[src/rtl/cic_interp_pkg.sv]
// Shared types and helpers for the CIC interpolator stages (comb, upsampler, integrator).
package cic_interp_pkg;

    localparam int WIDTH_DEF      = 16;
    localparam int RATE_WIDTH_DEF = 8;

    typedef enum logic {
        IDLE = 1'b0,
        EMIT = 1'b1
    } state_t;

    // A programmed rate of zero behaves as a rate of one (pass-through).
    function automatic logic [31:0] clamp_rate(input logic [31:0] rate);
        return (rate == 32'd0) ? 32'd1 : rate;
    endfunction

endpackage

[src/rtl/cic_interp_upsampler.sv]
// Zero-stuffing rate expander: each accepted I/Q sample becomes R output slots,
// the sample followed by R-1 zeros, with back-to-back bursts and no bubble.
module cic_interp_upsampler
    import cic_interp_pkg::*;
#(
    parameter int WIDTH      = WIDTH_DEF,
    parameter int RATE_WIDTH = RATE_WIDTH_DEF
) (
    input  logic                  i_clock,
    input  logic                  i_reset,
    input  logic [RATE_WIDTH-1:0] i_rate,
    input  logic [WIDTH-1:0]      i_inph_data,
    input  logic [WIDTH-1:0]      i_quad_data,
    input  logic                  i_valid,
    output logic                  o_ready,
    output logic [WIDTH-1:0]      o_inph_data,
    output logic [WIDTH-1:0]      o_quad_data,
    output logic                  o_valid,
    output logic                  o_last,
    input  logic                  i_ready
);

    state_t                state;
    state_t                state_next;
    logic [RATE_WIDTH-1:0] phase;
    logic [RATE_WIDTH-1:0] rate_eff;
    logic                  at_last;
    logic                  accept;
    logic                  consume;

    // rate_eff is never zero, so rate_eff-1 cannot wrap.
    assign at_last = (phase == (rate_eff - RATE_WIDTH'(1)));
    assign o_valid = (state == EMIT);
    assign o_last  = at_last && o_valid;
    assign consume = o_valid && i_ready;
    assign o_ready = !i_reset && ((state == IDLE) || (o_last && i_ready));
    assign accept  = i_valid && o_ready;

    always_ff @(posedge i_clock or posedge i_reset) begin
        if (i_reset) begin
            state <= IDLE;
        end else begin
            state <= state_next;
        end
    end

    always_comb begin
        state_next = state;
        if (accept) begin
            state_next = EMIT;
        end else if (consume && at_last) begin
            state_next = IDLE;
        end
    end

    // The output registers double as the holding register: the sample is only
    // shown in phase 0, after which the slots are zero until the next accept.
    always_ff @(posedge i_clock or posedge i_reset) begin
        if (i_reset) begin
            phase       <= '0;
            rate_eff    <= RATE_WIDTH'(1);
            o_inph_data <= '0;
            o_quad_data <= '0;
        end else if (accept) begin
            phase       <= '0;
            rate_eff    <= RATE_WIDTH'(clamp_rate(32'(i_rate)));
            o_inph_data <= i_inph_data;
            o_quad_data <= i_quad_data;
        end else if (consume) begin
            phase       <= at_last ? '0 : phase + RATE_WIDTH'(1);
            o_inph_data <= '0;
            o_quad_data <= '0;
        end
    end

endmodule

[config.mk]
export PLATFORM = sky130hd
export DESIGN_NAME = cic_interp_upsampler
export DESIGN_NICKNAME = d
export VERILOG_FILES = /design/src/rtl/cic_interp_pkg.sv /design/src/rtl/cic_interp_upsampler.sv
export SDC_FILE = /design/constraint.sdc
export NUM_CORES = 1
export LEC_CHECK = 0
export BUFFER_PORTS_ARGS = -buffer_cell sky130_fd_sc_hd__buf_2
export CAP_MARGIN = 20
export CORE_MARGIN = 3
export CORE_UTILIZATION = 55
export DETAILED_ROUTE_END_ITERATION = 12
export PLACE_DENSITY = 0.85
export SLEW_MARGIN = 20
export SYNTH_ARGS = -nofsm -noshare
export SYNTH_HDL_FRONTEND = slang
export SYNTH_SLANG_ARGS = --single-unit
[constraint.sdc]
create_clock -name i_clock -period 4.95 [get_ports i_clock]
set_clock_uncertainty 0.05 [all_clocks]
set_input_delay 0.7425 -clock i_clock [delete_from_list [all_inputs] [get_ports i_clock]]
set_output_delay 0.7425 -clock i_clock [all_outputs]
set_load 0.005 [all_outputs]
==> results.py, run 1 <==
metrics = {
    "setup_path": {
        "critical_path.reg2reg.startpoint": "rate_eff[2]$_DFFE_PP0P_",
        "crit_type": "reg2out",
        "r2r_end": "o_inph_data[9]$_DFFE_PP0P_",
        "reg2reg_slack_ns": 1.90,
        "peak_fanout_along_the_critical_path": 8,
        "reg2reg_depth": 7,
        "end_of_the_critical_path": "o_ready",
        "critPathCaptureType": "primary output",
        "crit_start": "rate_eff[2]$_DFFE_PP0P_",
        "crit_path_start_kind": "register",
        "cp.arrival_ns": 2.56,
        "critPathRequiredTime_ns": 4.16,
    },
    "clock_network": {
        "cts.clk_slew.worst_paths_ns": 0.08,
        "holdBufCountCts": 0,
        "clock_tree.buffer_depth": 2,
        "cts_inserted_buffers": 5,
        "cts.htree.levels": 2,
        "cts_sinks": 49,
        "ctsResizeCount": 0,
        "post_cts_buffers": 0,
        "clk_root_buffer_cell": "sky130_fd_sc_hd__clkbuf_8",
        "clock_latency_ns": 0.29,
        "cts_tree": "done",
    },
    "placed_design": {
        "dp_hpwl_um": 3790,
        "buffer_ports.inserted": 78,
        "placement.cell_area_mm2": 0.00291,
        "place_ws_ns": 1.93,
        "dp.cells": 366,
        "gpl.final_weighted_congestion": 0.862,
    },
    "die": {
        "die_x_um": 73.1,
        "area_of_the_core_mm2": 0.00417,
        "io-pin-count": 79,
        "floorplan.rows": 23,
        "chipHeight_um": 73.1,
        "starting_density_of_the_core_pct": 59.4,
        "dieArea_mm2": 0.00535,
    },
    "logic_synthesis": {
        "yosys.area.top_type_share_pct": 48.5,
        "yosysTopAreaCell": "sky130_fd_sc_hd__dfrtp_1",
        "postSynthNetCount": 293,
        "ys_ff_latch": 49,
        "seq_area_frac_synth_pct": 49.5,
        "synth_cells": 247,
        "syn_area_per_cell_um2": 10.0,
        "postSynth.topFlopCell": "sky130_fd_sc_hd__dfrtp_1",
        "synth_area_leaders": "sky130_fd_sc_hd__dfrtp_1, sky130_fd_sc_hd__mux2i_1, sky130_fd_sc_hd__nand2_1",
        "number_of_flops_mapped_to_enable_cells_by_yosys": 0,
        "asyncSetResetFlopFracSynth_pct": 100,
        "synth.yosys.warnings": 0,
        "synth.distinct_cells": 34,
        "syn-cell-area_mm2": 0.00248,
    },
    "sta": {
        "finalHoldViolations": 0,
        "timing.setup.tns_ns": 0,
        "layout_setup_ws_ns": 1.60,
        "final.period_utilization_pct": 67.8,
        "report.final.setup_viol": 0,
        "finalMaxSlewViolations": 0,
        "max-slew-margin-rel_pct": 44.4,
        "min_period_ns": 3.35,
        "rsz0062_at_grt": "no",
        "maximum_achievable_frequency_mhz": 298,
        "tightest_slew_ns": 0.833,
    },
    "route": {
        "ant_nets": 0,
        "post_drt_via_cell_ratio": 5.10,
        "drt-wirelength-per-cell_um": 13.8,
        "detailed_route_iter0_violations": 97,
        "vias": 1906,
        "drc": 0,
        "final_wirelength_um": 5170,
        "drtPass1Iterations": 4,
    },
    "finish": {
        "final_core_utilization_pct": 71.6,
        "n_fill_cell": 294,
        "layout.nets": 369,
        "antenna_cells": 0,
        "stdcell_area_mm2": 0.00299,
        "flow.area_growth_from_synthesis_pct": 20.6,
        "final-instance-count-excl-fill": 374,
        "drive_above_1_share_pct": 29.9,
    },
    "global_routing": {
        "grt_max_degree": 50,
        "grt_antenna_before_repair": 0,
        "groute.usage.overall_pct": 20.8,
        "overflow": 0,
        "grt_pass1_wl_um": 8700,
        "via_count_of_the_first_global_routing_pass": 1944,
    },
    "worst_hold_path": {
        "holdCritPathClass": "reg2reg",
        "worstHoldStart": "o_inph_data[4]$_DFFE_PP0P_",
    },
    "power_and_ir_drop": {
        "switching_power_summed_over_all_nets_mw": 0.403,
        "internal_power_mw": 0.759,
        "vdd_ir_drop_max_v": 0.000201,
        "power.sequential.fraction_pct": 49.7,
        "p_clk_share_pct": 19.4,
        "power_density_mw_per_mm2": 389,
        "p_sw_share_pct": 34.7,
        "leakagePower_nw": 1.88,
        "combPwrFrac_pct": 30.9,
    },
    "job": {
        "maxCapViolations": 0,
    },
    "run_status": {
        "run_status": "finished clean",
    },
}
==> worst max-delay path: stages, from the launching register on <==
cell and delay, ns:
sky130_fd_sc_hd__dfrtp_1 0.47, sky130_fd_sc_hd__or4_4 0.53, sky130_fd_sc_hd__nor4_1 0.30, sky130_fd_sc_hd__a311oi_1 0.12, sky130_fd_sc_hd__a211oi_4 0.44, sky130_fd_sc_hd__nand2_1 0.13
sky130_fd_sc_hd__a21oi_1 0.15, sky130_fd_sc_hd__buf_2 0.13
==> kinds of logic (layout without fill, tap and decap cells) <==
group / count (synthesis) / in the layout / synth area share [%]
AOI/OAI and AO/OA: 18 / 18 / 5.10
xor gates and xnor gates: 13 / 13 / 4.59
adders and majority gates: 2 / 2 / 1.01
buffers and inverters: 47 / 124 / 7.62
DFF: 49 / 49 / 49.5
muxes: 41 / 41 / 18.0
and+or+nand+nor: 77 / 77 / 14.2
==> cells in the mapped netlist, types with 2 or more instances <==
cell                       instances
sky130_fd_sc_hd__mux2i_1          34
sky130_fd_sc_hd__nand2_1          43
sky130_fd_sc_hd__nor2b_1           2
sky130_fd_sc_hd__dfrtp_1          48
sky130_fd_sc_hd__a21oi_1           5
sky130_fd_sc_hd__o22ai_1           3
sky130_fd_sc_hd__buf_2             4
sky130_fd_sc_hd__clkbuf_1          6
sky130_fd_sc_hd__and4_1            2
sky130_fd_sc_hd__nor3_1            3
sky130_fd_sc_hd__xor2_1           11
sky130_fd_sc_hd__o21ai_0           2
sky130_fd_sc_hd__nand3_1           4
sky130_fd_sc_hd__nor2_1           10
sky130_fd_sc_hd__ha_1              2
sky130_fd_sc_hd__nor4_1            3
sky130_fd_sc_hd__xnor2_1           2
sky130_fd_sc_hd__inv_1            36
sky130_fd_sc_hd__mux2_4            7
sky130_fd_sc_hd__nand4_1           3
sky130_fd_sc_hd__and2_1            2
sky130_fd_sc_hd__a21o_1            2
sky130_fd_sc_hd__a31oi_1           2
==> flip-flops by register name, summed over array words and instances, names as in the netlist <==
register and count:
phase 8, rate_eff 8, o_inph_data 16, o_valid 1
o_quad_data 16
==> worst min-delay path by stage <==
stage,endpoint,cells past startpoint
2_1_floorplan,rate_eff[7]$_DFFE_PP0P_,1
3_3_place_gp,o_quad_data[3]$_DFFE_PP0P_,2
3_5_place_dp,o_inph_data[6]$_DFFE_PP0P_,2
4_1_cts,o_inph_data[3]$_DFFE_PP0P_,2
5_1_grt,o_inph_data[6]$_DFFE_PP0P_,2
6_report,o_inph_data[4]$_DFFE_PP0P_,2
==> layout by cell type (no fill, tap or decap), types with 2 or more instances in the layout <==
master / instances
sky130_fd_sc_hd__a21o_1: 2
sky130_fd_sc_hd__nand3_1: 4
sky130_fd_sc_hd__dfrtp_1: 48
sky130_fd_sc_hd__and4_1: 2
sky130_fd_sc_hd__o21ai_0: 2
sky130_fd_sc_hd__nand2_1: 43
sky130_fd_sc_hd__xnor2_1: 2
sky130_fd_sc_hd__and2_1: 2
sky130_fd_sc_hd__mux2i_1: 34
sky130_fd_sc_hd__nand4_1: 3
sky130_fd_sc_hd__buf_4: 2
sky130_fd_sc_hd__xor2_1: 11
sky130_fd_sc_hd__buf_2: 78
sky130_fd_sc_hd__ha_1: 2
sky130_fd_sc_hd__nor2b_1: 2
sky130_fd_sc_hd__clkbuf_8: 5
sky130_fd_sc_hd__nor2_1: 10
sky130_fd_sc_hd__o22ai_1: 3
sky130_fd_sc_hd__a21oi_1: 5
sky130_fd_sc_hd__nor3_1: 3
sky130_fd_sc_hd__clkbuf_1: 3
sky130_fd_sc_hd__nor4_1: 3
sky130_fd_sc_hd__mux2_4: 7
sky130_fd_sc_hd__inv_1: 35
==> through the flow <==
stage	hold slack, ns	power, mW
after floorplan	0.451	0.840
after global placement	0.460	0.927
after detailed placement	0.470	0.944
after CTS	0.484	1.17
after global routing	0.494	1.24
final	0.478	1.16
==> per-layer routing <==
layer	wire [um]	up-vias	track usage (%)	part of all wire, %
li1	-	952	-	-
met1	2170	892	25.1	42
met5	0	-	0	0
met3	317	6	5.79	6.1
met2	2630	56	36.2	51
met4	52	0	5.33	1.0
==> power groups by stage <==
stage	clock, mW	sequential [mW]	combinational, mW
after floorplan	0	0.539	0.301
after global placement	0	0.580	0.347
after detailed placement	0	0.583	0.360
after CTS	0.234	0.576	0.363
after global routing	0.246	0.592	0.402
final	0.225	0.578	0.359
==> layout make-up <==
type	instances	area (um2)	area share [%]
Sequential cell	49	1230	41.1
Multi-Input combinational cell	151	1080	36.0
Timing Repair Buffer	80	405	13.6
Inverter	36	136	4.56
Clock buffer	8	80.1	2.68
Tap cell	50	62.6	2.09
Power figures use the tool's default switching activity.
==> inputs of run 2 (changes only) <==
- ABC_AREA: unset -> 1
- CORE_UTILIZATION: 55 -> 46
- PLACE_DENSITY: 0.85 -> 0.76
- clock period: 4.95 -> 2.7 ns (I/O delays scaled with it)
==> run 2 against run 1 <==
Effect of this change: clock-buffer cell count is 2 lower; area after synthesis up 1.8%; register-to-register slack got worse by 1.6 ns; cell count rose by 25%; design area rose by 3.6%; die area grew 20%; sequential power up 87%; clock power up 93%; critical path type unchanged.
==> results.py, run 2 <==
metrics = {
    "die": {
        "die_x_um": 80.1,
        "chipHeight_um": 80.1,
        "starting_density_of_the_core_pct": 48.5,
        "area_of_the_core_mm2": 0.00520,
        "floorplan.rows": 26,
        "dieArea_mm2": 0.00641,
        "io-pin-count": 79,
    },
    "placed_design": {
        "gpl.final_weighted_congestion": 0.897,
        "dp_hpwl_um": 4130,
        "dp.cells": 457,
        "buffer_ports.inserted": 78,
        "place_ws_ns": 0.348,
        "placement.cell_area_mm2": 0.00297,
    },
    "logic_synthesis": {
        "postSynth.topFlopCell": "sky130_fd_sc_hd__dfrtp_1",
        "ys_ff_latch": 49,
        "yosys.area.top_type_share_pct": 47.6,
        "yosysMostFrequentCell": "sky130_fd_sc_hd__nand2_1",
        "post_synth_most_frequent_cells": "sky130_fd_sc_hd__nand2_1, sky130_fd_sc_hd__dfrtp_1, sky130_fd_sc_hd__nand4_1, sky130_fd_sc_hd__inv_1, sky130_fd_sc_hd__nand3_1",
        "number_of_flops_mapped_to_enable_cells_by_yosys": 0,
        "seq_area_frac_synth_pct": 48.6,
        "yosysTopAreaCell": "sky130_fd_sc_hd__dfrtp_1",
        "synth_cells": 322,
        "asyncSetResetFlopFracSynth_pct": 100,
        "postSynthNetCount": 368,
        "synth.yosys.warnings": 0,
        "syn-cell-area_mm2": 0.00252,
        "syn_area_per_cell_um2": 7.84,
        "synth.distinct_cells": 30,
        "synth_area_leaders": "sky130_fd_sc_hd__dfrtp_1, sky130_fd_sc_hd__nand2_1, sky130_fd_sc_hd__nand4_1",
    },
    "global_routing": {
        "overflow": 0,
        "grt_pass1_wl_um": 9780,
        "via_count_of_the_first_global_routing_pass": 2198,
        "grt_max_degree": 91,
        "groute.usage.overall_pct": 19.3,
        "grt_antenna_before_repair": 0,
    },
    "power_and_ir_drop": {
        "power_density_mw_per_mm2": 815,
        "vdd_ir_drop_max_v": 0.000330,
        "leakagePower_nw": 1.78,
    },
    "setup_path": {
        "critPathRequiredTime_ns": 2.25,
        "crit_type": "reg2out",
        "cpMostUsedCell": "sky130_fd_sc_hd__nor2_1",
        "cp.arrival_ns": 2.10,
        "cpMaxStageDelayCell": "sky130_fd_sc_hd__dfstp_2",
        "peak_fanout_along_the_critical_path": 5,
        "worst_path_largest_cell_delay_ns": 0.57,
        "cp_cell_sequence": "inv_4 > ha_4 > nor2_1 > nor2_1 > nand2_1 > nor2_1 > nand3_1 > nor2_4 > nand3_2 > a21oi_2 > buf_2",
        "crit_path_start_kind": "register",
        "critPathCaptureType": "primary output",
    },
    "finish": {
        "most_common_cell_after_layout_fill_and_taps_aside": "sky130_fd_sc_hd__nand2_1",
        "flow.area_growth_from_synthesis_pct": 22.8,
        "mostFrequentLayoutCells": "sky130_fd_sc_hd__nand2_1, sky130_fd_sc_hd__buf_2, sky130_fd_sc_hd__dfrtp_1",
        "regArea_mm2": 0.00123,
        "final-instance-count-excl-fill": 467,
        "layout.nets": 442,
        "multi_input_comb_area_mm2": 0.00115,
        "drive_above_1_share_pct": 27.2,
        "antenna_cells": 0,
        "stdcell_area_mm2": 0.00310,
        "n_fill_cell": 487,
        "final_core_utilization_pct": 59.5,
        "largest_registers_in_the_final_layout": "o_inph_data (16), o_quad_data (16)",
    },
    "sta": {
        "tightest_slew_ns": 0.440,
        "worst_hold_slack_ns": 0.210,
        "finalHoldViolations": 0,
        "min_period_ns": 2.56,
        "finalMaxSlewViolations": 0,
        "report.final.setup_viol": 0,
        "layout_setup_ws_ns": 0.140,
        "max-slew-margin-rel_pct": 70.7,
        "maximum_achievable_frequency_mhz": 391,
        "rsz0062_at_grt": "yes",
        "final.period_utilization_pct": 94.8,
    },
    "route": {
        "drc": 0,
        "drtPass1Iterations": 4,
        "vias": 2361,
        "ant_nets": 0,
        "final_wirelength_um": 5970,
        "post_drt_via_cell_ratio": 5.06,
        "detailed_route_iter0_violations": 100,
        "drt-wirelength-per-cell_um": 12.8,
    },
    "clock_network": {
        "clock_tree.buffer_depth": 2,
        "holdBufCountCts": 0,
        "cts.clk_slew.worst_paths_ns": 0.10,
        "clk_root_buffer_cell": "sky130_fd_sc_hd__clkbuf_8",
        "cts_sinks": 49,
        "cts_inserted_buffers": 5,
        "cts_tree": "done",
        "clock_latency_ns": 0.30,
        "cts.htree.levels": 2,
    },
    "worst_hold_path": {
        "holdCritPathClass": "in2async",
    },
    "run_status": {
        "run_status": "finished clean",
    },
    "job": {
        "maxCapViolations": 0,
    },
}
## run 2: timing repair
action | CTS | global route
resized for setup | 0 | 6
setup endpoints to repair | 0 | 2
buffers inserted | 0 | 2
## run 2: path summary, 6_finish.rpt
kind	startpoint	end	slack [ns]	cells after the start
max in group asynchronous	i_reset	rate_eff[0]$_DFFE_PP1P_	2.05	3
setup reg to reg	rate_eff[0]$_DFFE_PP1P_	o_quad_data[13]$_DFFE_PP0P_	0.32	14
hold / removal	i_reset	o_quad_data[7]$_DFFE_PP0P_	0.21	3
setup / recovery	rate_eff[0]$_DFFE_PP1P_	o_ready	0.14	11
hold reg to reg	o_inph_data[9]$_DFFE_PP0P_	o_inph_data[9]$_DFFE_PP0P_	0.43	2
min in group i_clock	i_quad_data[10]	o_quad_data[10]$_DFFE_PP0P_	0.29	3
## run 2: area by class of cell
class                      count  area share (%)
sequential                    49            39.6
inverter                      23            2.87
multi-input combinational    233            37.0
tap                           70            2.83
clock inverter                 2           0.485
timing repair buffer          84            14.9
clock buffer                   6            2.34
## run 2: metal layers
metal	share of wire (%)	global-route usage (%)	vias to the layer above	wire [um]
li1	-	-	1204	-
met1	46	25.8	1081	2760
met2	47	30.8	71	2780
met3	6.4	5.49	5	383
met4	0.80	5.07	0	48
met5	0	0	-	0
## run 2: power breakdown
group,internal (mW),switching [mW]
Sequential,0.906,0.175
Combinational,0.409,0.601
Clock,0.183,0.252
## run 2: logic make-up (layout without fill, tap and decap cells)
kind of cell / after synthesis / after routing / synth area share [%]
and+or+nand+nor: 216 / 216 / 39.3
buffers and inverters: 40 / 115 / 7.58
adders and majority gates: 2 / 2 / 0.991
DFF: 49 / 49 / 48.6
xor gates and xnor gates: 2 / 2 / 0.694
AOI/OAI and AO/OA: 13 / 13 / 2.83
## run 2: worst max-delay path: cells and delay by family, from the launching register on
family | cells | cell delay (ns)
and+or+nand+nor | 7 | 0.67
DFF | 1 | 0.57
adders and majority gates | 1 | 0.26
buffers and inverters | 2 | 0.16
AOI/OAI and AO/OA | 1 | 0.14
## run 2: metrics by stage
stage,setup TNS [ns],power [mW]
floorplan,0,1.76
CTS,0,2.47
detailed placement,0,2.04
finish,0,2.53
global route,-0.0493,2.73
global placement,0,2.02
